### config.mk
export PLATFORM = sky130hd
export DESIGN_NAME = bhg_psg_mixer_n
export DESIGN_NICKNAME = d
export VERILOG_FILES = /design/src/rtl/bhg_psg_mixer_n.sv
export SDC_FILE = /design/constraint.sdc
export NUM_CORES = 1
export LEC_CHECK = 0
export CORE_MARGIN = 2
export CORE_UTILIZATION = 50
export DETAILED_ROUTE_END_ITERATION = 12
export GPL_TIMING_DRIVEN = 0
export PLACE_DENSITY = 0.85
export SYNTH_ARGS = -nofsm -noshare
export SYNTH_HDL_FRONTEND = slang
export SYNTH_SLANG_ARGS = --single-unit
export TNS_END_PERCENT = 100
### constraint.sdc
create_clock -name clk -period 7.9 [get_ports clk]
set_input_delay 1.58 -clock clk [delete_from_list [all_inputs] [get_ports clk]]
set_output_delay 1.58 -clock clk [all_outputs]
set_load 0.1 [all_outputs]
### src/rtl/bhg_psg_mixer_n.sv
// bhg_psg_mixer_n: N-channel PSG output stage sharing one log-to-linear
// converter across channels, with panned stereo sums and master attenuation.
module bhg_psg_mixer_n #(
    parameter int  NUM_CH   = 3,
    parameter int  DAC_BITS = 10,
    localparam int SUM_BITS = DAC_BITS + $clog2(NUM_CH)
) (
    input  logic                       clk,
    input  logic                       rst_n,
    input  logic                       clk_en,
    input  logic [5*NUM_CH-1:0]        log_in,
    input  logic                       pan_we,
    input  logic [3:0]                 pan_ch,
    input  logic [1:0]                 pan_din,
    input  logic [2:0]                 master_att,
    output logic [DAC_BITS*NUM_CH-1:0] lin_out,
    output logic [SUM_BITS-1:0]        left,
    output logic [SUM_BITS-1:0]        right,
    output logic                       sample
);
    localparam int CW = $clog2(NUM_CH + 1);
    localparam int PW = DAC_BITS + 16;
    localparam logic [DAC_BITS-1:0] FULL = '1;
    localparam logic [CW-1:0] LAST = CW'(NUM_CH);

    logic [CW-1:0]       cnt;
    logic [3:0]          tag;
    logic                primed;
    logic [DAC_BITS-1:0] lin_r;
    logic [DAC_BITS-1:0] lin_q [NUM_CH];
    logic [1:0]          pan_q [NUM_CH];
    logic [SUM_BITS-1:0] acc_l;
    logic [SUM_BITS-1:0] acc_r;

    logic [4:0]          lvl;
    logic [4:0]          d;
    logic [15:0]         mant;
    logic [PW-1:0]       prod;
    logic [4:0]          sh;
    logic [DAC_BITS-1:0] lin_next;
    logic [1:0]          pan_cur;

    always_comb begin
        lvl = 5'd0;
        for (int i = 0; i < NUM_CH; i++)
            if (cnt == CW'(i)) lvl = log_in[5*i +: 5];
    end

    // 1.5 dB per step: 2-bit mantissa table, upper bits of d shift by 6 dB
    always_comb begin
        d = 5'd31 - lvl;
        case (d[1:0])
            2'd0:    mant = 16'd65535;
            2'd1:    mant = 16'd55109;
            2'd2:    mant = 16'd46341;
            default: mant = 16'd38968;
        endcase
        prod = PW'(FULL) * PW'(mant);
        sh   = 5'd16 + {2'b00, d[4:2]};
        if (lvl == 5'd0)
            lin_next = '0;
        else if (d == 5'd0)
            lin_next = FULL;
        else
            lin_next = DAC_BITS'(prod >> sh);
    end

    always_comb begin
        pan_cur = 2'b00;
        for (int i = 0; i < NUM_CH; i++)
            if (tag == 4'(i)) pan_cur = pan_q[i];
    end

    // Pan writes are clk-based; out-of-range channels match no register
    always_ff @(posedge clk or negedge rst_n) begin
        if (!rst_n) begin
            for (int i = 0; i < NUM_CH; i++)
                pan_q[i] <= 2'b11;
        end else if (pan_we) begin
            for (int i = 0; i < NUM_CH; i++)
                if (pan_ch == 4'(i)) pan_q[i] <= pan_din;
        end
    end

    always_ff @(posedge clk or negedge rst_n) begin
        if (!rst_n) begin
            cnt    <= '0;
            tag    <= '0;
            primed <= 1'b0;
            lin_r  <= '0;
            acc_l  <= '0;
            acc_r  <= '0;
            left   <= '0;
            right  <= '0;
            sample <= 1'b0;
            for (int i = 0; i < NUM_CH; i++)
                lin_q[i] <= '0;
        end else begin
            sample <= 1'b0;
            if (clk_en) begin
                primed <= 1'b1;
                cnt    <= (cnt == LAST) ? '0 : cnt + 1'b1;
                if (cnt != LAST) begin
                    lin_r <= lin_next;
                    tag   <= 4'(cnt);
                end
                if (cnt == '0) begin
                    acc_l <= '0;
                    acc_r <= '0;
                    // no frame has been accumulated before the first tick
                    if (primed) begin
                        left   <= acc_l >> master_att;
                        right  <= acc_r >> master_att;
                        sample <= 1'b1;
                    end
                end else begin
                    for (int i = 0; i < NUM_CH; i++)
                        if (tag == 4'(i)) lin_q[i] <= lin_r;
                    if (pan_cur[0]) acc_l <= acc_l + SUM_BITS'(lin_r);
                    if (pan_cur[1]) acc_r <= acc_r + SUM_BITS'(lin_r);
                end
            end
        end
    end

    for (genvar g = 0; g < NUM_CH; g++) begin : g_out
        assign lin_out[DAC_BITS*g +: DAC_BITS] = lin_q[g];
    end

endmodule
# [Word-level counts from Yosys, hierarchy flattened]
# Cells that the tools add are included.
[op_classes] add_sub_neg=5 mul=1 div_mod_pow=0 order_cmp=0 n_eq_ne=10 n_shift=3 mux=17 bitwise_logic=1 reduce_logical=18
[op_table] operator="2-to-1 mux 12 bit" n=4
[op_table] operator="case mux 15 bit (3 select lines)" n=1
[op_table] operator="multiplier 10 x 16 -> 26 bit, first input constant" n=1
[op_table] operator="right shift 26 x 5 -> 10 bit" n=1
[op_table] operator="adder 12 x 10 -> 12 bit" n=2
[op_table] operator="right shift 12 x 3 -> 12 bit" n=2
[op_table] operator="2-to-1 mux 10 bit" n=2
[op_table] operator="2-to-1 mux 5 bit" n=3
[op_table] operator="AND reduction 2 bit" n=6
[op_table] operator="AND reduction 3 bit" n=4
[op_table] operator="logical NOT 5 bit" n=2
[op_table] operator="equality test 2 bit, second input constant" n=4
[op_table] operator="logical NOT 4 bit" n=2
[op_table] operator="2-to-1 mux 2 bit" n=4
[op_table] operator="equality test 2 x 1 -> 1 bit, second input constant" n=3
[op_table] operator="adder 5 x 3 -> 5 bit, first input constant" n=1
[op_table] operator="subtractor 5 bit, first input constant" n=1
[op_table] operator="equality test 4 x 1 -> 1 bit, second input constant" n=1
[op_table] operator="equality test 4 x 2 -> 1 bit, second input constant" n=1
[op_table] operator="logical NOT 2 bit" n=2
[op_table] operator="nonzero test 2 bit" n=2
[op_table] operator="2-to-1 mux 1 bit" n=3
[op_table] operator="adder 2 x 1 -> 2 bit, second input constant" n=1
[op_table] operator="inequality test 2 bit, second input constant" n=1
[op_table] operator="NOT 1 bit" n=1
[totals] regBits=100 latch_bits=0 mem_bits_rw=0 mem_bits_ro=0 input_bits=28 elab_cells=70 n_memories=0

# [Depth between registers and ports, before layout]
# Gate-level depths: netlist of run 1.
[depth] word_depth=11 depth_mapped=15 mapped_depth_nobuf=13

# [Worst setup path after synthesis of run 1]
# No wires, ideal clock.
[synth_timing] kind="input port to flip-flop" from="input log_in[1]" to="register lin_r[6]" setup_ns=0.087 t_arrival_ns=3.418 t_required_ns=7.813 setup_slack_ns=4.396 cell_stages=11 path_buffers=1 cell_sequence="nand3b_1 -> a21oi_1 -> inv_1 -> ha_1 -> clkbuf_1 -> nor2b_1 -> o21ai_0 -> mux2i_1 -> o32ai_1 -> a31oi_1 -> a211oi_2"
[synth_between] elab_chain_len=10 elab_cells_between_ends=15
[synth_rtl] item="start, declared" line="11" source="input logic [5*NUM_CH-1:0] log_in,"
[synth_rtl] item="2-to-1 mux 5 bit * (3 in series)" line="46" source="if (cnt == CW'(i)) lvl = log_in[5*i +: 5];"
[synth_rtl] item="subtractor 5 bit" line="51" source="d = 5'd31 - lvl;"
[synth_rtl] item="equality test 2 bit, or another cell as far along" line="52" source="case (d[1:0])"
[synth_rtl] item="case mux 15 bit (3 select lines)" line="52"
[synth_rtl] item="multiplier 10 x 16 -> 26 bit" line="58" source="prod = PW'(FULL) * PW'(mant);"
[synth_rtl] item="right shift 26 x 5 -> 10 bit" line="65" source="lin_next = DAC_BITS'(prod >> sh);"
[synth_rtl] item="2-to-1 mux 10 bit" line="62" source="else if (d == 5'd0)"
[synth_rtl] item="2-to-1 mux 10 bit *" line="60" source="if (lvl == 5'd0)"
[synth_rtl] item="end signal, assigned" line="104" source="lin_r <= lin_next;"
[synth_rtl] item="end, declared" line="29" source="logic [DAC_BITS-1:0] lin_r;"
# Every way passes the cells marked *; elsewhere a longest branch is shown, timed or not.
# A chain may end at the register's enable or synchronous reset.

# [Final worst setup path of run 1]
# Same ends and word-level chain as after synthesis.

==> metrics.cfg, run 1 <==
[yosys]
synthXorXnorAreaFrac_pct=1.43
synth_compound_area_share_pct=21.5
yosysTopAreaCell=dfrtp_1
synth_area_leaders=dfrtp_1, mux2_2, ha_1
synth_edf_count=0
yosysWarningCount=0
synthMuxAreaShare_pct=13.2
yosys.area_share.simple_pct=12.2
synth_cell_types=71
synth_top_area_share_pct=38.4
async_flop_share_pct=100
synth_fa_ha_area_share_pct=7.19
syn_nets=665
synthCells=603
synthesis.area_um2=6130
ys.flop_type=dfrtp_1
synth_top_family_by_area=compound AO/OA/AOI/OAI gates
synth_area_per_cell_um2=10.2
ys_seq_area_share_pct=41.0
synth-seq-cells=100

[clocking]
clk_pin_slew_worst_paths_ns=0.07
ctsResizeCount=0
clk_latency_ns=0.34
cts_buffer_depth=2
cts_hold_buf=0
postCtsSetupBuffers=0
cts_tree=done
htree_levels=3
cts-buffers-inserted=9
cts.sinks=100
cts_root_buf=clkbuf_16

[detailed_routing]
drt_first_pass_iters=5
dr.max_layer_used=met4
dr_wl_met3_um=729
routed_via_density=6.02
drt_iter0_markers=292
wl_um=15100
wl_per_cell_um=17.8
drtAntennaViolNets=0
dr_total_vias=5103
met2WireLength_um=7660
wl_met1_um=6460
post-route-drc-count=0

[timing]
finalMaxSlewViolations=0
slew_headroom_pct=31.4
skew_ns=0.00692
hold_viol_final=0
worst-slew-pin-transition_ns=1.03
final.setup.tns_ns=0
timing.final.ws_setup_ns=3.83
whs_ns=0.482
fin_crit_ns=4.07
rsz0062_at_grt=no
fin_crit_sh_pct=51.5
fmaxAchievable_ghz=0.246
setup_viol=0

[worst_setup_path]
rr_worst_depth=14
worstPathArrival_ns=4.32
crit_type=input pin to register
cp_max_fo=9
r2r-start=cnt[0]
critPathRequiredTime_ns=8.16
worstSetupEndpointType=register
r2r_setup_slack_ns=4.52
r2r-end=lin_r[6]
startpoint_type=input pin

[cells_and_area]
final_common_cell=dfrtp_1
antennaDiodeCount=0
fillers=971
area_delta_synth_final_pct=21.8
multi_input_area_um2=3400
fin_nets=758
drive_above_1_share_pct=12.8
layout_common_cells=dfrtp_1, clkdlybuf4s50_1, nand2_1
fin_area_um2=7460
seq_area_um2=2510

[place]
gp_congestion=0.929
port_buffers=81
placed_area_um2=7150
place_hpwl_um=11600
pre_cts_ws_ns=3.54

[min_path]
hp-class=register to register
hold_start=right[5]
hold_depth=2
holdPathEnd=right[5]

[global_routing]
grt_usage_pct=23.9
grt_pass1_wl_um=25200
antenna_found_initial=0
gr-total-overflow=0
grt_pass1_vias=5076
grt_max_degree=65

[die]
rows=40
core_area_um2=12000
start_util_pct=51.2
die_x_um=115
io_pins=83
dieArea_um2=13200
fp.dieH_um=115

[run_status]
status=finished clean

[run]
max_cap_violations=0

## cell usage after synthesis, types with 3 or more instances
cell / n
nor2_1: 27
buf_2: 5
mux2_2: 40
and2_1: 4
o21a_1: 5
nor3b_1: 4
a22o_1: 20
nand3_1: 7
a21o_1: 10
mux4_2: 3
a21oi_1: 37
dfstp_2: 6
a211oi_1: 17
o21ai_1: 6
a31oi_1: 4
xnor2_1: 10
nand2b_1: 4
o21ai_0: 38
nor3_1: 5
o2111ai_1: 4
o31ai_1: 5
nand3b_1: 3
nor2b_1: 16
inv_1: 18
o21bai_1: 7
dfrtp_1: 94
o41ai_1: 5
ha_1: 32
and3_1: 7
a311oi_1: 3
clkbuf_1: 22
mux2i_1: 29
nand2_1: 53
## routing by layer
metal	up-vias	global-route usage (%)
li1	2429	-
met1	2472	30.2
met2	174	42.0
met3	28	4.02
met4	0	6.99
met5	-	0
## layout make-up
class | instances | area share (%)
repair buffers | 82 | 11.2
flip-flops and latches | 100 | 33.6
clock inverters | 7 | 1.21
well taps | 147 | 2.47
clock buffers | 9 | 3.02
inverters | 19 | 0.989
plain buffers | 32 | 1.90
multi-input cells | 452 | 45.6
## worst max-delay path by stage
stage | start | endpoint | slack [ns]
finish | log_in[1] | lin_r[6] | 3.83
global route | log_in[1] | lin_r[6] | 3.67
CTS | log_in[1] | lin_r[6] | 3.85
detailed placement | log_in[1] | lin_r[6] | 3.54
global placement | rst_n | cnt[1] | 1.79
floorplan | log_in[1] | lin_r[6] | 4.40
## critical path: stages
cell             delay, ns
clkdlybuf4s50_1       0.45
nand3b_1              0.07
a21oi_1               0.41
inv_1                 0.19
ha_1                  0.22
clkbuf_1              0.23
nor2b_1               0.23
o21ai_0               0.14
mux2i_1               0.12
o32ai_1               0.32
a31oi_1               0.12
a211oi_2              0.23
## kinds of logic (layout without fill, tap and decap cells)
logic type / Yosys count / after routing
compound gates: 188 / 188
flops: 100 / 100
buf+inv: 51 / 149
simple gates: 148 / 148
fa+ha+maj: 34 / 34
mux: 72 / 72
xor+xnor: 10 / 10
## registers in the layout (all words and copies together) (netlist names)
register and flops:
lin_r 10, left 12, pan_q 6, right 12, sample 1, acc_r 12
tag 2, lin_out 30, acc_l 12, cnt 2, primed 1
## stage by stage
step	cells	util, %
after floorplan	603	-
after CTS	848	62.4
final	848	62.4
after global placement	831	59.5
after detailed placement	832	59.7
after global routing	848	62.4
Power of run 1 is not shown: default switching activity piles up to over one toggle a cycle in this logic, so the estimate is an artifact.
==> run 2, diff against run 1 <==
--- a/config.mk
+++ b/config.mk
@@ -9,7 +9,7 @@
 export CORE_UTILIZATION = 50
 export DETAILED_ROUTE_END_ITERATION = 12
 export GPL_TIMING_DRIVEN = 0
-export PLACE_DENSITY = 0.85
+export PLACE_DENSITY = 0.88
 export SYNTH_ARGS = -nofsm -noshare
 export SYNTH_HDL_FRONTEND = slang
 export SYNTH_SLANG_ARGS = --single-unit
==> constraint.sdc (replaced) <==
create_clock -name clk -period 3.6 [get_ports clk]
set_input_delay 0.72 -clock clk [delete_from_list [all_inputs] [get_ports clk]]
set_output_delay 0.72 -clock clk [all_outputs]
set_load 0.1 [all_outputs]
==> metrics.cfg, run 2 (synthesis gave the netlist of run 1 again) <==
[cells_and_area]
fin_nets=758  ; unchanged
final_common_cell=dfrtp_1  ; unchanged
largest_reg_flops=30  ; unchanged
fillers=942  ; was 971
final_cells=848  ; unchanged
antennaDiodeCount=0  ; unchanged
drive_above_1_share_pct=13.0  ; was 12.8%
layout_common_cells=dfrtp_1, clkdlybuf4s50_1, nand2_1  ; unchanged
final_util_pct=62.4  ; about the same
area_delta_synth_final_pct=21.8  ; about the same

[timing]
slew_headroom_pct=33.3  ; was 31.4%
fin_crit_ns=3.27
finalMaxSlewViolations=0  ; unchanged
skew_ns=0.00867  ; was 0.00692 ns
worst-slew-pin-transition_ns=0.997  ; was 1.03 ns
fin_crit_sh_pct=90.9
setup_viol=0  ; unchanged
final.setup.tns_ns=0  ; unchanged
fmaxAchievable_ghz=0.305
timing.final.ws_setup_ns=0.326  ; was 3.83 ns
hold_viol_final=0  ; unchanged

[worst_setup_path]
r2r-start=cnt[0]  ; unchanged
crit_type=register to register  ; was input pin to register
worstSetupEndpointType=register  ; unchanged
r2r-end=lin_r[6]  ; unchanged
startpoint_type=register  ; was input pin
r2r_setup_slack_ns=0.33  ; was 4.52 ns
worstPathArrival_ns=3.54  ; was 4.32 ns
critPathRequiredTime_ns=3.87  ; was 8.16 ns
crit_start=cnt[0]  ; was log_in[1]
cp_max_fo=10  ; was 9
rr_worst_depth=14  ; unchanged

[clocking]
htree_levels=3  ; unchanged
clk_pin_slew_worst_paths_ns=0.07  ; about the same
clk_latency_ns=0.35  ; was 0.34 ns
postCtsSetupBuffers=0  ; unchanged
cts.sinks=100  ; unchanged
cts-buffers-inserted=9  ; unchanged
cts_buffer_depth=2  ; unchanged
cts_tree=done  ; unchanged
cts_root_buf=clkbuf_16  ; unchanged

[detailed_routing]
post-route-drc-count=0  ; unchanged
drt_iter0_markers=305  ; was 292
routed_via_density=6.00  ; was 6.02
drtAntennaViolNets=0  ; unchanged
drt_first_pass_iters=5  ; unchanged
dr_total_vias=5091  ; was 5,103
wl_per_cell_um=17.9  ; was 17.8 um
wl_um=15200  ; was 15,100 um

[die]
die_x_um=115  ; unchanged
dieArea_um2=13200  ; unchanged
rows=40  ; unchanged
core_area_um2=12000  ; unchanged
start_util_pct=51.2  ; unchanged
io_pins=83  ; unchanged
fp.dieH_um=115  ; unchanged

[global_routing]
grt_usage_pct=23.9  ; about the same
grt_max_degree=75  ; was 65
grt_pass1_wl_um=24900  ; was 25,200 um
gr-total-overflow=0  ; unchanged
grt_pass1_vias=5096  ; was 5,076
antenna_found_initial=0  ; unchanged

[place]
port_buffers=81  ; unchanged
gp_congestion=0.966  ; was 0.929
placedCellCount=832  ; unchanged
place_hpwl_um=11500  ; was 11,600 um
pre_cts_ws_ns=-0.0159  ; was 3.54 ns

[run]
max_cap_violations=0  ; unchanged

[min_path]
hp-class=input pin to async pin  ; was register to register

[run_status]
status=finished clean  ; unchanged

run 2: cell count changes in the layout (fill, tap and decap cells not counted), sizes merged:
| cell | previous run | this run |
|---|---|---|
| clkinvlp | 0 | 3 |
| clkinv | 2 | 0 |
| inv | 23 | 21 |
| clkbuf | 31 | 32 |
run 2: worst max path at each step:
| stage | to | cells past startpoint |
|---|---|---|
| 6_report | lin_r[6] | 14 |
| 5_1_grt | lin_r[2] | 14 |
| 4_1_cts | lin_r[6] | 14 |
| 3_5_place_dp | lin_r[6] | 12 |
| 3_3_place_gp | lin_out[0] | 1 |
| 2_1_floorplan | lin_r[6] | 14 |
run 2: layout make-up:
cell class	count	area [um2]	share of cell area [%]
Clock buffer	10	239	3.20
Tap cell	147	184	2.47
Buffer	32	141	1.90
Multi-Input combinational cell	452	3400	45.6
Inverter	19	73.8	0.990
Sequential cell	100	2510	33.7
Timing Repair Buffer	82	836	11.2
Clock inverter	6	70.1	0.939
run 2: repair_timing:
item	CTS	global route
gates resized for setup	0	1
hold buffers	0	0
setup endpoints to repair	0	5
run 2: layer usage:
layer / global-route usage, % / part of all wire, % / vias up
li1: - / - / 2439
met1: 29.4 / 42 / 2451
met2: 41.7 / 51 / 172
met3: 2.65 / 4.2 / 29
met4: 11.5 / 2.9 / 0
met5: 0 / 0 / -
run 2: worst max-delay path, stage by stage, from the launching register on:
cell and delay [ns]:
dfrtp_1 0.41, inv_1 0.13, ha_1 0.20, buf_2 0.25
nand3b_1 0.14, a21oi_2 0.34, inv_1 0.16, ha_1 0.20
clkbuf_1 0.23, nor2b_1 0.24, o21ai_0 0.16, mux2i_1 0.13
o32ai_1 0.30, a31oi_1 0.11, a211oi_2 0.21
run 2: stage by stage:
stage | hold slack, ns | area (um2)
2_1_floorplan | 0.424 | 6130
3_3_place_gp | 0.454 | 7120
3_5_place_dp | 0.462 | 7150
4_1_cts | 0.282 | 7450
5_1_grt | 0.305 | 7460
6_report | 0.277 | 7460
Power of run 2 is left out for the same reason.
==> run 3, diff against run 2 <==
--- a/config.mk
+++ b/config.mk
@@ -5,6 +5,7 @@
 export SDC_FILE = /design/constraint.sdc
 export NUM_CORES = 1
 export LEC_CHECK = 0
+export CAP_MARGIN = 20
 export CORE_MARGIN = 2
 export CORE_UTILIZATION = 50
 export DETAILED_ROUTE_END_ITERATION = 12
==> metrics.cfg, run 3 (synthesis gave the netlist of run 1 again) <==
[die]
fp.dieH_um=115  ; unchanged
rows=40  ; unchanged
io_pins=83  ; unchanged
core_area_um2=12000  ; unchanged
die_x_um=115  ; unchanged
start_util_pct=51.2  ; unchanged
dieArea_um2=13200  ; unchanged

[cells_and_area]
final_util_pct=62.4  ; unchanged
drive_above_1_share_pct=13.0  ; unchanged
largest_reg_flops=30  ; unchanged
fin_nets=758  ; unchanged
seq_area_um2=2510  ; unchanged
antennaDiodeCount=0  ; unchanged
final_common_cell=dfrtp_1  ; unchanged
fillers=942  ; unchanged
multi_input_area_um2=3400  ; unchanged
layout_common_cells=dfrtp_1, clkdlybuf4s50_1, nand2_1  ; unchanged
area_delta_synth_final_pct=21.8  ; unchanged
final_cells=848  ; unchanged

[timing]
hold_viol_final=0  ; unchanged
worst-slew-pin-transition_ns=0.997  ; unchanged
timing.final.ws_setup_ns=0.326  ; unchanged
slew_headroom_pct=33.3  ; unchanged
finalMaxSlewViolations=0  ; unchanged
fin_crit_ns=3.27  ; unchanged
fin_crit_sh_pct=90.9  ; unchanged
fmaxAchievable_ghz=0.305  ; unchanged
setup_viol=0  ; unchanged
skew_ns=0.00867  ; unchanged

[worst_setup_path]
worstPathBufferInverterCount=4  ; unchanged
max_stage_delay_ns=0.41  ; about the same
crit_type=register to register  ; unchanged
critPathRequiredTime_ns=3.87  ; about the same
cp_max_fo=10  ; unchanged
r2r_setup_slack_ns=0.33  ; about the same
path_cells=inv_1, ha_1, buf_2, nand3b_1, a21oi_2, inv_1, ha_1, clkbuf_1, nor2b_1, o21ai_0, mux2i_1, o32ai_1, a31oi_1, a211oi_2  ; unchanged
path_delay_family=compound AO/OA/AOI/OAI gates  ; unchanged
crit_slowest_cell=dfrtp_1  ; unchanged
cp.depth=14  ; unchanged
r2r-start=cnt[0]  ; unchanged
worstSetupEndpointType=register  ; unchanged
worstPathArrival_ns=3.54  ; about the same
rr_worst_depth=14  ; unchanged
startpoint_type=register  ; unchanged
r2r-end=lin_r[6]  ; unchanged

[global_routing]
grt_usage_pct=23.9  ; unchanged
antenna_found_initial=0  ; unchanged
grt_max_degree=75  ; unchanged
grt_pass1_wl_um=24900  ; unchanged
grt_pass1_vias=5096  ; unchanged
gr-total-overflow=0  ; unchanged

[clocking]
clk_pin_slew_worst_paths_ns=0.07  ; about the same
cts-buffers-inserted=9  ; unchanged
cts_root_buf=clkbuf_16  ; unchanged
cts_tree=done  ; unchanged
clk_latency_ns=0.35  ; about the same
cts_buffer_depth=2  ; unchanged
postCtsSetupBuffers=0  ; unchanged
htree_levels=3  ; unchanged
cts_hold_buf=0  ; unchanged
cts.sinks=100  ; unchanged

[detailed_routing]
dr_wl_met3_um=640  ; unchanged
wl_met1_um=6420  ; unchanged
post-route-drc-count=0  ; unchanged
dr_total_vias=5091  ; unchanged
met2WireLength_um=7670  ; unchanged
drtAntennaViolNets=0  ; unchanged
wl_per_cell_um=17.9  ; unchanged
routed_via_density=6.00  ; unchanged
drt_first_pass_iters=5  ; unchanged
drt_iter0_markers=305  ; unchanged
wl_um=15200  ; unchanged
dr.max_layer_used=met4  ; unchanged

[run_status]
status=finished clean  ; unchanged

[place]
placedCellCount=832  ; unchanged
pre_cts_ws_ns=-0.0159  ; unchanged
place_hpwl_um=11500  ; unchanged
port_buffers=81  ; unchanged
gp_congestion=0.966  ; unchanged

[run]
max_cap_violations=0  ; unchanged

[min_path]
hp-class=input pin to async pin  ; unchanged

-- run 3: cell counts in the layout (fill, tap and decap cells not counted) --
No cell type changed its count.
-- run 3: worst reg2reg max path, stage by stage, from the launching register on --
cell and delay, ns:
dfrtp_1 0.41, inv_1 0.13, ha_1 0.20, buf_2 0.25
nand3b_1 0.14, a21oi_2 0.34, inv_1 0.16, ha_1 0.20
clkbuf_1 0.23, nor2b_1 0.24, o21ai_0 0.16, mux2i_1 0.13
o32ai_1 0.30, a31oi_1 0.11, a211oi_2 0.21
-- run 3: layout make-up --
cell class              instances  area share, %
plain buffers                  32           1.90
clock buffers                  10           3.20
clock inverters                 6          0.939
inverters                      19          0.990
multi-input cells             452           45.6
flip-flops and latches        100           33.7
well taps                     147           2.47
repair buffers                 82           11.2
-- run 3: what timing repair did --
item | CTS | global route
resized for setup | 0 | 1
hold endpoints to repair | 0 | 0
setup endpoints to repair | 0 | 5
-- run 3: per-layer routing --
metal	vias up	global-route usage (%)
met4	0	11.5
met1	2451	29.4
met5	-	0
li1	2439	-
met3	29	2.65
met2	172	41.7
-- run 3: worst max path at each step --
| stage | start | to | slack [ns] |
|---|---|---|---|
| detailed placement | log_in[6] | lin_r[6] | -0.02 |
| CTS | cnt[0] | lin_r[6] | 0.13 |
| global route | cnt[0] | lin_r[2] | -0.009 |
| finish | cnt[0] | lin_r[6] | 0.33 |
| floorplan | cnt[0] | lin_r[6] | 0.85 |
| global placement | rst_n | lin_out[0] | -1.58 |
-- run 3: per-stage QoR --
stage	TNS, ns	hold WS [ns]	cell area [um2]
finish	0	0.277	7460
global route	-0.0117	0.305	7460
floorplan	0	0.424	6130
detailed placement	-0.0159	0.462	7150
global placement	-150.64	0.454	7120
CTS	0	0.282	7450
Power of run 3 is left out for the same reason.
